<file path="config.mk">
export PLATFORM = sky130hd
export DESIGN_NAME = data_memory_ctrl
export DESIGN_NICKNAME = d
export VERILOG_FILES = /design/src/rtl/dmem_pkg.sv /design/src/rtl/dmem_array.sv /design/src/rtl/data_memory_ctrl.sv
export SDC_FILE = /design/constraint.sdc
export NUM_CORES = 1
export LEC_CHECK = 0
export BUFFER_PORTS_ARGS = -buffer_cell sky130_fd_sc_hd__buf_4
export CORE_UTILIZATION = 67
export CTS_CLUSTER_DIAMETER = 50
export CTS_CLUSTER_SIZE = 28
export DETAILED_ROUTE_END_ITERATION = 8
export HOLD_SLACK_MARGIN = 0.02
export PLACE_DENSITY = 0.94
export RECOVER_POWER = 25
export SLEW_MARGIN = 20
export SYNTH_ARGS = -nofsm -noshare
export SYNTH_HDL_FRONTEND = slang
export SYNTH_SLANG_ARGS = --single-unit
</file>
<file path="constraint.sdc">
create_clock -name clk -period 6.9 [get_ports clk]
set_input_delay 1.035 -clock clk [delete_from_list [all_inputs] [get_ports clk]]
set_output_delay 1.035 -clock clk [all_outputs]
set_load 0.02 [all_outputs]
</file>
<file path="src/rtl/dmem_pkg.sv">
// Shared types for the data memory controller.
//   state_t    : controller FSM states (CLEAR sweeps the array, IDLE serves requests)
//   dmem_rsp_t : response bundle {valid, err, rdata}; rdata width follows RSP_DATA_W,
//                which matches the controller's default DATA_W.
package dmem_pkg;
  localparam int RSP_DATA_W = 16;

  typedef enum logic {
    CLEAR = 1'b0,
    IDLE  = 1'b1
  } state_t;

  typedef struct packed {
    logic                  valid;
    logic                  err;
    logic [RSP_DATA_W-1:0] rdata;
  } dmem_rsp_t;
endpackage

</file>
<file path="src/rtl/dmem_array.sv">
// DEPTH x DATA_W storage with one synchronous byte-enable write port and one
// synchronous read port.
//   clk          : rising-edge clock
//   we/waddr     : write strobe and word address
//   wbe/wdata    : byte enables (bit k -> bits [8k+7:8k]) and write data
//   re/raddr     : read strobe and word address
//   rdata        : registered read data, updated only on edges with re=1
module dmem_array #(
  parameter int DATA_W = 16,
  parameter int DEPTH  = 64,
  parameter int BE_W   = DATA_W / 8,
  parameter int IW     = (DEPTH > 1) ? $clog2(DEPTH) : 1
) (
  input  logic              clk,
  input  logic              we,
  input  logic [IW-1:0]     waddr,
  input  logic [BE_W-1:0]   wbe,
  input  logic [DATA_W-1:0] wdata,
  input  logic              re,
  input  logic [IW-1:0]     raddr,
  output logic [DATA_W-1:0] rdata
);
  logic [DATA_W-1:0] mem [DEPTH];

  always_ff @(posedge clk) begin
    if (we) begin
      for (int k = 0; k < BE_W; k++) begin
        if (wbe[k]) mem[waddr][8*k +: 8] <= wdata[8*k +: 8];
      end
    end
    if (re) rdata <= mem[raddr];
  end
endmodule

</file>
<file path="src/rtl/data_memory_ctrl.sv">
// Data memory controller for the load/store path: valid/ready request port,
// 1-cycle registered response, out-of-range reporting and a one-word-per-cycle
// clear engine that runs after reset and on request.
//   clk, reset            : clock, synchronous active-high reset
//   clear                 : start a full zero-clear (taken only in IDLE)
//   req_valid/req_ready   : request handshake; req_ready = IDLE && !clear
//   req_we/addr/wdata/be  : request fields
//   rsp_valid/rdata/err   : one-cycle response pulse; rdata/err held between responses
//   busy                  : clear in progress
module data_memory_ctrl
  import dmem_pkg::*;
#(
  parameter int DATA_W = 16,
  parameter int ADDR_W = 8,
  parameter int DEPTH  = 64,
  localparam int BE_W  = DATA_W / 8
) (
  input  logic              clk,
  input  logic              reset,
  input  logic              clear,
  input  logic              req_valid,
  output logic              req_ready,
  input  logic              req_we,
  input  logic [ADDR_W-1:0] req_addr,
  input  logic [DATA_W-1:0] req_wdata,
  input  logic [BE_W-1:0]   req_be,
  output logic              rsp_valid,
  output logic [DATA_W-1:0] rsp_rdata,
  output logic              rsp_err,
  output logic              busy
);
  localparam int IW = (DEPTH > 1) ? $clog2(DEPTH) : 1;

  state_t            state, state_nxt;
  logic [IW-1:0]     ptr;
  logic              accept, in_range, last;
  logic              wr_en, rd_en;
  logic [IW-1:0]     wr_addr;
  logic [BE_W-1:0]   wr_be;
  logic [DATA_W-1:0] wr_data;
  logic [DATA_W-1:0] arr_rdata;
  logic              vld_q, err_q, rd_q;
  dmem_rsp_t         rsp;

  // Extra leading zero so DEPTH == 2**ADDR_W still compares correctly.
  assign in_range = {1'b0, req_addr} < (ADDR_W+1)'(DEPTH);
  assign accept   = req_valid && req_ready;
  assign last     = (ptr == IW'(DEPTH - 1));

  always_comb begin
    state_nxt = state;
    req_ready = 1'b0;
    busy      = 1'b0;
    wr_en     = 1'b0;
    wr_addr   = req_addr[IW-1:0];
    wr_be     = req_be;
    wr_data   = req_wdata;
    rd_en     = 1'b0;
    case (state)
      CLEAR: begin
        busy    = 1'b1;
        wr_en   = !reset;
        wr_addr = ptr;
        wr_be   = '1;
        wr_data = '0;
        if (last) state_nxt = IDLE;
      end
      IDLE: begin
        req_ready = !clear;
        if (clear) state_nxt = CLEAR;
        // Out-of-range requests never touch the array; reset blocks commits.
        wr_en = accept && req_we && in_range && !reset;
        rd_en = accept && !req_we && in_range;
      end
      default: state_nxt = CLEAR;
    endcase
  end

  always_ff @(posedge clk) begin
    if (reset) begin
      state <= CLEAR;
      ptr   <= '0;
    end else begin
      state <= state_nxt;
      // Pointer parks at 0 outside CLEAR so the next sweep starts there.
      if (state == CLEAR && !last) ptr <= ptr + 1'b1;
      else                         ptr <= '0;
    end
  end

  // rd_q remembers whether the held response came from the array, so writes
  // and errors present zero data without a second data register.
  always_ff @(posedge clk) begin
    if (reset) begin
      vld_q <= 1'b0;
      err_q <= 1'b0;
      rd_q  <= 1'b0;
    end else begin
      vld_q <= accept;
      if (accept) begin
        err_q <= !in_range;
        rd_q  <= !req_we && in_range;
      end
    end
  end

  dmem_array #(.DATA_W(DATA_W), .DEPTH(DEPTH), .BE_W(BE_W), .IW(IW)) u_array (
    .clk   (clk),
    .we    (wr_en),
    .waddr (wr_addr),
    .wbe   (wr_be),
    .wdata (wr_data),
    .re    (rd_en),
    .raddr (req_addr[IW-1:0]),
    .rdata (arr_rdata)
  );

  always_comb begin
    rsp.valid = vld_q;
    rsp.err   = err_q;
    rsp.rdata = rd_q ? arr_rdata : '0;
  end

  assign rsp_valid = rsp.valid;
  assign rsp_err   = rsp.err;
  assign rsp_rdata = rsp.rdata;
endmodule

</file>
==> out/qor.csv <==
metric,value,unit
placed wire-length estimate,61200,um
peak supply drop,184,uV
Slew @ Worst Pin,3760,ps
crit-path cells,and2_2 -> clkbuf_1,
"Clk Latency, worst-skew pair",660,ps
Die Y,248,um
Ys Warns,0,
antenna violations before repair,7,
post-synthesis async set-or-reset flop share,0,%
mapped cell area,40700,um2
Yosys cell types,49,
placed insts,2684,
area delta synth->final,8.47,%
unrepaired setup endpoints after global routing,no,
CP max FO,64,
Die X,248,um
synthesized netlist cell count,1933,
Die ar.,61700,um2
post-CTS sizing,0,
area of the multi-input gates,8750,um2
GRT overflow,0,
Peak Freq,0.202,GHz
clk sinks,1050,
Crit. End Element,register,
Clock Path Buffers,3,
vias in the first global route,22309,
Startpoint Class,register,
Total GRT Usage,38.7,%
largest stage delay on the critical path,2630,ps
vias,22477,
power density cells,269,nW/um2
Rel. slew slack,-151,%
Finish-stage setup viols,0,
Worst EP required,6780,ps
Post-Layout Cell Count,2807,
register area,31400,um2
maxcap violations,16,
largest net degree at the start of global routing,126,
CTS tree,built,
CTS root buf,clkbuf_16,
Top delay family on crit path,buffers and inverters,
top cell type's share of synthesized area,76.7,%
synth top area cells,"edfxtp_1 77%, mux4_2 15%, nor2_1 1.6%, nand2_1 0.93%, mux2i_1 0.59%",
Final Skew,33.3,ps
"Core Util, Final",74.1,%
initial DRC count,4535,
Post-synth EDFFs,1040,
DR pass1 iterations,7,
most numerous cell in the Yosys netlist,edfxtp_1,
Hold Path Class,register to register,
post-cts hold buffer count,0,
detailed-route DRC error count,0,
outcome,"complete, but fails checks",
Final #Nets,2012,
Hold WS,601,ps
Final Wtd Congestion,0.880,
clock power share,37.8,%
combinational power share,3.9,%
Routed WL per cell,41.6,um
Top Ports,51,
# fillers,2747,
"Setup Fix Bufs, Post-CTS",0,
"Seq/Total Area, Yosys",77.2,%
final wirelength,117000,um
sw frac,22.8,%
DRT antenna net count,0,
core region area,59600,um2
register bit count reported by yosys,1050,
clock slew seen by the registers of the worst setup and hold paths,90,ps
Sequential Power Share,58.3,%
"Arr. time, crit path",4840,ps
row count,89,
Mapped Nets,1965,
Mapped Avg Cell Area,21.1,um2
largest area contributor in the netlist,edfxtp_1,
Fin Setup TNS,0,ps
Final Slew Violations,1040,
sum of buffers and inverters on the critical path,1,
DR vias/cell,8.01,
slowest CP cell,clkbuf_1,
critical setup path kind,register to register,
Fin. Hold Viols,0,
Sw Pwr,2.70,mW
failing checks,"capacitance limit, slew limit",
global-route wire length before repair,165000,um
PortBufs,50,
H-tree depth,3,
Tcrit/Tclk final,71.9,%
static leakage,13.1,nW
CTS buffer count,67,
minimum clock period,4960,ps
Initial Util,68.3,%
fraction of layout cells with a size suffix above 1,23.4,%
Most used DFF post-synth,edfxtp_1,
commonest cells in the synthesized netlist,"1040 x edfxtp_1, 266 x mux4_2, 170 x nor2_1",
Pint,9.18,mW
## worst register-to-register path: cells and delay by family (launching register included)
kind / cells / cell delay, ps
buffers and inverters: 1 / 2630
DFF: 1 / 1180
and+or+nand+nor: 1 / 310
## cell type report
class / instances / share of cell area, %
diodes: 2 / 0.0113
clock buffers: 72 / 3.94
clock inverters: 49 / 1.48
inverters: 4 / 0.0340
multi-input cells: 773 / 19.8
flip-flops and latches: 1050 / 71.2
well taps: 773 / 2.19
repair buffers: 84 / 1.35
## cell families (layout without fill, tap and decap cells)
family | count (synthesis) | in the layout | synth area share [%]
DFF | 1050 | 1050 | 77.2
and+or+nand+nor | 338 | 338 | 3.52
muxes | 294 | 294 | 15.5
AOI/OAI and AO/OA | 136 | 136 | 2.24
buffers and inverters | 110 | 209 | 1.38
xor gates and xnor gates | 4 | 4 | 0.0861
adders and majority gates | 1 | 1 | 0.0307
other | 0 | 2 | 0
## cell usage in the layout, fill, tap and decap left out, types with 6 or more instances in the layout
| cell | n |
|---|---|
| a21oi_1 | 18 |
| a311oi_1 | 12 |
| a31oi_1 | 12 |
| and2_1 | 17 |
| and2_2 | 16 |
| buf_4 | 65 |
| clkbuf_1 | 19 |
| clkbuf_16 | 69 |
| clkinv_2 | 6 |
| clkinv_8 | 10 |
| dfxtp_1 | 10 |
| edfxtp_1 | 1040 |
| inv_6 | 10 |
| mux2i_1 | 24 |
| mux4_2 | 266 |
| nand2_1 | 100 |
| nand3_1 | 11 |
| nor2_1 | 170 |
| o21ai_0 | 27 |
| o221ai_1 | 12 |
| o22ai_1 | 23 |
| o31ai_1 | 14 |
## flip-flops by register name, summed over array words and instances (netlist names)
register       flops
u_array.mem     1024
state              1
rsp_valid          1
rd_q               1
ptr                6
rsp_err            1
u_array.rdata     16
## metrics by stage
step                      total power, mW  worst slack (ps)  cell area [um2]
after floorplan                      7.36              3200            40700
after global placement               7.48              2110            41800
after detailed placement             7.50              1930            41800
after CTS                            11.8              2480            44200
after global routing                 12.1              2040            44200
final                                11.9              1940            44200
## path summary, 6_finish.rpt
check / depth (start not counted) / to / slack [ps] / from
setup reg to reg: 2 / u_array.mem[50][2] / 1940 / state
setup / recovery: 2 / u_array.mem[50][2] / 1940 / state
hold reg to reg: 1 / ptr[0] / 600 / ptr[0]
hold / removal: 1 / ptr[0] / 600 / ptr[0]
## metal layers
| layer | up-vias | track usage (%) | wire length, um |
|---|---|---|---|
| li1 | 8061 | - | - |
| met3 | 736 | 10.6 | 16700 |
| met1 | 10939 | 46.8 | 34200 |
| met4 | 6 | 26.2 | 10500 |
| met2 | 2735 | 61.7 | 55400 |
| met5 | - | 0 | 37 |
## power by group through the flow
stage / Sequential [mW] / Combinational [mW] / Clock, mW
5_1_grt: 6.93 / 0.473 / 4.66
4_1_cts: 6.93 / 0.447 / 4.44
2_1_floorplan: 7.07 / 0.295 / 0
3_5_place_dp: 7.07 / 0.430 / 0
6_report: 6.93 / 0.467 / 4.49
3_3_place_gp: 7.07 / 0.408 / 0
Note: power is estimated with default switching activity, not from simulation.
